`config.mk`:
```
export PLATFORM = sky130hd
export DESIGN_NAME = neureka_tcdm_arbiter
export DESIGN_NICKNAME = d
export VERILOG_FILES = /design/src/rtl/neureka_tcdm_arbiter.sv
export SDC_FILE = /design/constraint.sdc
export NUM_CORES = 1
export LEC_CHECK = 0
export ABC_AREA = 0
export CORE_AREA = 2 2 351 353
export CTS_CLUSTER_DIAMETER = 150
export DETAILED_ROUTE_END_ITERATION = 7
export DIE_AREA = 0 0 353 355
export PLACE_DENSITY_LB_ADDON = 0.3
export SLEW_MARGIN = 20
export SYNTH_ARGS = -nofsm -noshare
export SYNTH_HDL_FRONTEND = slang
export SYNTH_SLANG_ARGS = --single-unit
```
`constraint.sdc`:
```
create_clock -name clk_i -period 7.2 [get_ports clk_i]
set_clock_uncertainty 0.15 [all_clocks]
set_input_delay 1.08 -clock clk_i [delete_from_list [all_inputs] [get_ports clk_i]]
set_output_delay 1.08 -clock clk_i [all_outputs]
set_load 0.03 [all_outputs]
```
`src/rtl/neureka_tcdm_arbiter.sv`:
```
// Shares MP 32-bit TCDM ports between N_REQ wide requesters: round-robin lock, per-port
// grant collection, in-order response reassembly through an {owner, wen} ID FIFO.
module neureka_tcdm_arbiter #(
  parameter int unsigned MP         = 4,
  parameter int unsigned N_REQ      = 2,
  parameter int unsigned FIFO_DEPTH = 4
) (
  input  logic                        clk_i,
  input  logic                        rst_ni,
  input  logic                        clear_i,
  input  logic [N_REQ-1:0]            in_req_i,
  output logic [N_REQ-1:0]            in_gnt_o,
  input  logic [N_REQ-1:0][31:0]      in_add_i,
  input  logic [N_REQ-1:0]            in_wen_i,
  input  logic [N_REQ-1:0][4*MP-1:0]  in_be_i,
  input  logic [N_REQ-1:0][32*MP-1:0] in_data_i,
  output logic [32*MP-1:0]            in_r_data_o,
  output logic [N_REQ-1:0]            in_r_valid_o,
  output logic [MP-1:0]               tcdm_req_o,
  input  logic [MP-1:0]               tcdm_gnt_i,
  output logic [MP-1:0][31:0]         tcdm_add_o,
  output logic [MP-1:0]               tcdm_wen_o,
  output logic [MP-1:0][3:0]          tcdm_be_o,
  output logic [MP-1:0][31:0]         tcdm_data_o,
  input  logic [MP-1:0][31:0]         tcdm_r_data_i,
  input  logic [MP-1:0]               tcdm_r_valid_i
);

  localparam int unsigned IDW = (N_REQ > 1) ? $clog2(N_REQ) : 1;
  localparam int unsigned PW  = $clog2(FIFO_DEPTH);

  typedef struct packed {
    logic [IDW-1:0] owner;
    logic           wen;
  } id_t;

  logic [IDW-1:0]     rr_q, owner_q, win_idx, cur_owner;
  logic               busy_q, win_found, en, active, done;
  logic [MP-1:0]      gmask_q, rmask_q;
  logic [MP-1:0][31:0] rbuf_q;
  logic [PW:0]        wr_q, rd_q;
  logic               full, empty, pop;
  id_t                id_mem [FIFO_DEPTH];
  id_t                head;

  // Reset and clear silence every output combinationally, not just at the next edge.
  assign en    = rst_ni & ~clear_i;
  assign empty = (wr_q == rd_q);
  assign full  = (wr_q[PW] != rd_q[PW]) && (wr_q[PW-1:0] == rd_q[PW-1:0]);
  assign head  = id_mem[rd_q[PW-1:0]];

  // NOTE: every variable assigned in always_comb gets a default first, so no latch is inferred.
  always_comb begin
    win_found = 1'b0;
    win_idx   = '0;
    for (int i = 0; i < N_REQ; i++) begin
      if (!win_found && in_req_i[(int'(rr_q) + i) % N_REQ]) begin
        win_found = 1'b1;
        win_idx   = IDW'((int'(rr_q) + i) % N_REQ);
      end
    end
  end

  // A new access only starts with FIFO room; once locked it runs to completion.
  assign cur_owner = busy_q ? owner_q : win_idx;
  assign active    = en & (busy_q | (win_found & ~full));
  assign done      = active & (&(gmask_q | tcdm_gnt_i));
  assign pop       = en & ~empty & (&(rmask_q | tcdm_r_valid_i));

  always_comb begin
    tcdm_req_o  = '0;
    tcdm_add_o  = '0;
    tcdm_wen_o  = '0;
    tcdm_be_o   = '0;
    tcdm_data_o = '0;
    in_gnt_o    = '0;
    if (active) begin
      for (int p = 0; p < MP; p++) begin
        tcdm_req_o[p]  = ~gmask_q[p];
        tcdm_add_o[p]  = in_add_i[cur_owner] + 32'(4 * p);
        tcdm_wen_o[p]  = in_wen_i[cur_owner];
        tcdm_be_o[p]   = in_be_i[cur_owner][4*p +: 4];
        tcdm_data_o[p] = in_data_i[cur_owner][32*p +: 32];
      end
      in_gnt_o[cur_owner] = done;
    end
  end

  always_comb begin
    in_r_valid_o = '0;
    in_r_data_o  = '0;
    if (pop && head.wen) begin
      in_r_valid_o[head.owner] = 1'b1;
      for (int p = 0; p < MP; p++)
        in_r_data_o[32*p +: 32] = tcdm_r_valid_i[p] ? tcdm_r_data_i[p] : rbuf_q[p];
    end
  end

  // NOTE: sequential state is updated only with non-blocking assignments.
  always_ff @(posedge clk_i or negedge rst_ni) begin
    if (!rst_ni) begin
      rr_q    <= '0;
      owner_q <= '0;
      busy_q  <= 1'b0;
      gmask_q <= '0;
      rmask_q <= '0;
      wr_q    <= '0;
      rd_q    <= '0;
    end else if (clear_i) begin
      rr_q    <= '0;
      owner_q <= '0;
      busy_q  <= 1'b0;
      gmask_q <= '0;
      rmask_q <= '0;
      wr_q    <= '0;
      rd_q    <= '0;
    end else begin
      if (done) begin
        busy_q  <= 1'b0;
        gmask_q <= '0;
        rr_q    <= IDW'((int'(cur_owner) + 1) % N_REQ);
        wr_q    <= wr_q + 1'b1;
      end else if (active) begin
        busy_q  <= 1'b1;
        owner_q <= cur_owner;
        gmask_q <= gmask_q | tcdm_gnt_i;
      end
      if (pop) begin
        rmask_q <= '0;
        rd_q    <= rd_q + 1'b1;
      end else begin
        rmask_q <= rmask_q | tcdm_r_valid_i;
      end
    end
  end

  // NOTE: ID and read-data storage carry no reset; the pointers and masks decide validity.
  always_ff @(posedge clk_i) begin
    if (done) id_mem[wr_q[PW-1:0]] <= '{owner: cur_owner, wen: in_wen_i[cur_owner]};
    for (int p = 0; p < MP; p++)
      if (tcdm_r_valid_i[p]) rbuf_q[p] <= tcdm_r_data_i[p];
  end

endmodule

```
==> impl_metrics.ini <==
[synthesis]
netlist_area_sq_um = 11500
synth_compound_area_share_pct = 10.4
synth_edf_count = 8
synth_top_family_by_area = simple AND/OR/NAND/NOR gates
synthAdderAreaFrac_pct = 0.868
yosys.cell_types.count = 61
syn_inst = 1518
synth_xor_area_share_pct = 3.65
synth_fp_nets = 2021
synth_top_cells_by_area = dfxtp_1, mux2_2, nand2_1
yosys.area_share.simple_pct = 29.4
ys.flop_type = dfxtp_1
synth_top_area_cell = dfxtp_1
synth.area.mux_share_pct = 21.8
synth.avg_cell_area_sq_um = 7.59
ys_ff_latch = 153
async_flop_share_pct = 11.1
synth_top_area_share_pct = 22.2
seq_area_frac_synth_pct = 28.0
yosysWarnings = 0

[cts]
h-tree-depth = 4
cts_resized = 0
cts_setup_buffers = 0
root_buffer = clkbuf_16
clock_latency_ns = 0.47
clock_sinks = 153
clk_path_buf_depth = 2
cts_hold_buf = 0
cts.reportedPaths.clkPinSlew_ns = 0.07
cts_tree = built
cts_buffers = 17

[min_path]
whs_path_depth = 1
hold_class = reg2reg

[grt]
grt_pass1_wl_um = 132000
grt_pass1_vias = 14416
groute.usage.overall_pct = 15.5
grt_overflow = 0
grt_max_degree = 147
antenna_found_initial = 18

[floorplanning]
rows = 128
die_w_um = 353
ios = 907
core_area_sq_um = 121000
initial_core_util_pct = 9.50
die_y_um = 355
die_area_sq_um = 125000

[detailed_routing]
drt_iter0_markers = 1106
vias_per_cell = 3.69
num_vias = 14706
remaining_drc_errors = 0
post_drt_wl_per_cell_um = 25.8
ant_nets = 0
drt-total-wl_um = 103000
first_pass_iters = 5

[placed_design]
place.gp.congestion = 0.923
dp_hpwl_um = 88200
io_buffers = 906

[sta]
finalSetupTns_ns = 0
finalSetupViolations = 0
rsz0062_at_grt = false
hold_viol = 0
slew_headroom_pct = 29.9
fin_crit_sh_pct = 85.5
drv_slew = 0
fmax_ghz = 0.162
finalCriticalPeriod_ns = 6.16
tightest_slew_ns = 1.05

[critical_path]
cp_common_cell = clkdlybuf4s50_1
cp-start-kind = primary input
r2r_cells = 6
worst-path-max-fanout = 38
slowest_stage = clkdlybuf4s50_1
worstPathCellList = clkdlybuf4s50_1 > nand2b_1 > a21oi_4 > clkinv_8 > mux2i_1 > ha_1 > nand2_1 > mux2i_2 > o2111ai_1 > o21ai_0 > clkdlybuf4s50_1
worst-setup-path-type = in2out
critPathCaptureType = output pin
arrival_ns = 4.93
worstPathRequired_ns = 5.97
cpPeakStageDelay_ns = 0.73

[final_layout]
regArea_sq_um = 3230
drive_above_1_share_pct = 11.0
fillers = 13747
layout_common_cells = clkdlybuf4s50_1, nand2_1, a21oi_1
fin_nets = 2843
layout_commonest_cell = clkdlybuf4s50_1
multi_input_area_sq_um = 7660
area_growth_pct = 98.8

[power]
ir_drop_mv = 0.127
swShare_pct = 37.7
powerDensity_nw_per_um2 = 136
internal_power_mw = 1.95
p_leak_nw = 8.62
p_sw_mw = 1.18
fin_total_pwr_mw = 3.13
pwr-share-clk_pct = 30.2
comb_power_share_pct = 39.3
seqPwrFrac_pct = 30.5

[run]
maxCapViolCount = 0

[status]
status = complete, no violations
cell type report:
cell class | instances | area share [%]
diodes | 4 | 0.0437
clock buffers | 17 | 1.86
clock inverters | 15 | 0.759
inverters | 16 | 0.317
multi-input cells | 1221 | 33.4
flip-flops and latches | 153 | 14.1
well taps | 1625 | 8.87
repair buffers | 931 | 40.6
critical path: cells and delay by family:
kind	cells	cell delay, ns
buffers and inverters	3	1.57
muxes	2	0.88
AOI/OAI and AO/OA	3	0.77
and+or+nand+nor	2	0.31
adders and majority gates	1	0.25
state kept, by name (all words and copies together) (netlist names):
signal	flops
rd_q	3
wr_q	3
id_mem	8
rbuf_q	128
gmask_q	4
owner_q	1
rmask_q	4
busy_q	1
rr_q	1
power groups by stage:
stage | clock network, mW | logic [mW] | registers [mW]
after floorplan | 0 | 0.543 | 0.966
after global routing | 1.03 | 1.30 | 0.961
after CTS | 0.994 | 1.25 | 0.952
final | 0.945 | 1.23 | 0.952
after global placement | 0 | 1.24 | 0.969
after detailed placement | 0 | 1.24 | 0.972
final timing paths:
check / end / slack, ns / startpoint
max reg2reg: rr_q / 4.27 / rd_q[0]
max in group asynchronous: wr_q[1] / 5.89 / rst_ni
max: tcdm_add_o[119] / 1.04 / in_req_i[0]
min reg2reg: rbuf_q[25] / 0.32 / rbuf_q[25]
min in group asynchronous: rmask_q[0] / 0.79 / rst_ni
min: rbuf_q[25] / 0.32 / rbuf_q[25]
routing by layer:
metal | vias up | track usage [%] | part of all wire (%)
met5 | - | 0 | 0.14
met4 | 22 | 5.60 | 3.9
met3 | 103 | 6.07 | 9.5
met2 | 684 | 24.5 | 45
met1 | 7026 | 19.1 | 42
li1 | 6871 | - | -
logic make-up after synthesis:
family          count (synthesis)
xor+xnor                       48
fa+ha+maj                       8
mux                           213
buf+inv                       144
compound gates                214
simple gates                  738
flops                         153
cell usage after synthesis, drive strengths merged, types with 13 or more instances:
| cell type | number |
|---|---|
| a21oi | 156 |
| and3 | 132 |
| buf | 49 |
| clkbuf | 79 |
| dfrtp | 17 |
| dfxtp | 128 |
| inv | 16 |
| mux2 | 140 |
| mux2i | 71 |
| nand2 | 361 |
| nand3 | 16 |
| nand4 | 39 |
| nor2 | 130 |
| nor3 | 17 |
| o21ai | 23 |
| xnor2 | 35 |
| xor2 | 13 |
metrics by stage:
stage / cell area [sq um] / hold slack [ns] / utilization [%] / cells / setup slack [ns]
finish: 22900 / 0.320 / 18.9 / 3982 / 1.04
global route: 22900 / 0.336 / 18.9 / 3978 / 0.870
CTS: 22900 / 0.324 / 18.9 / 3978 / 1.01
detailed placement: 22300 / 0.307 / 18.4 / 3946 / 1.01
global placement: 22300 / 0.300 / 18.4 / 3946 / 0.902
floorplan: 11500 / 0.295 / - / 1518 / 1.96
No activity file was read; power rests on OpenSTA's default activity.
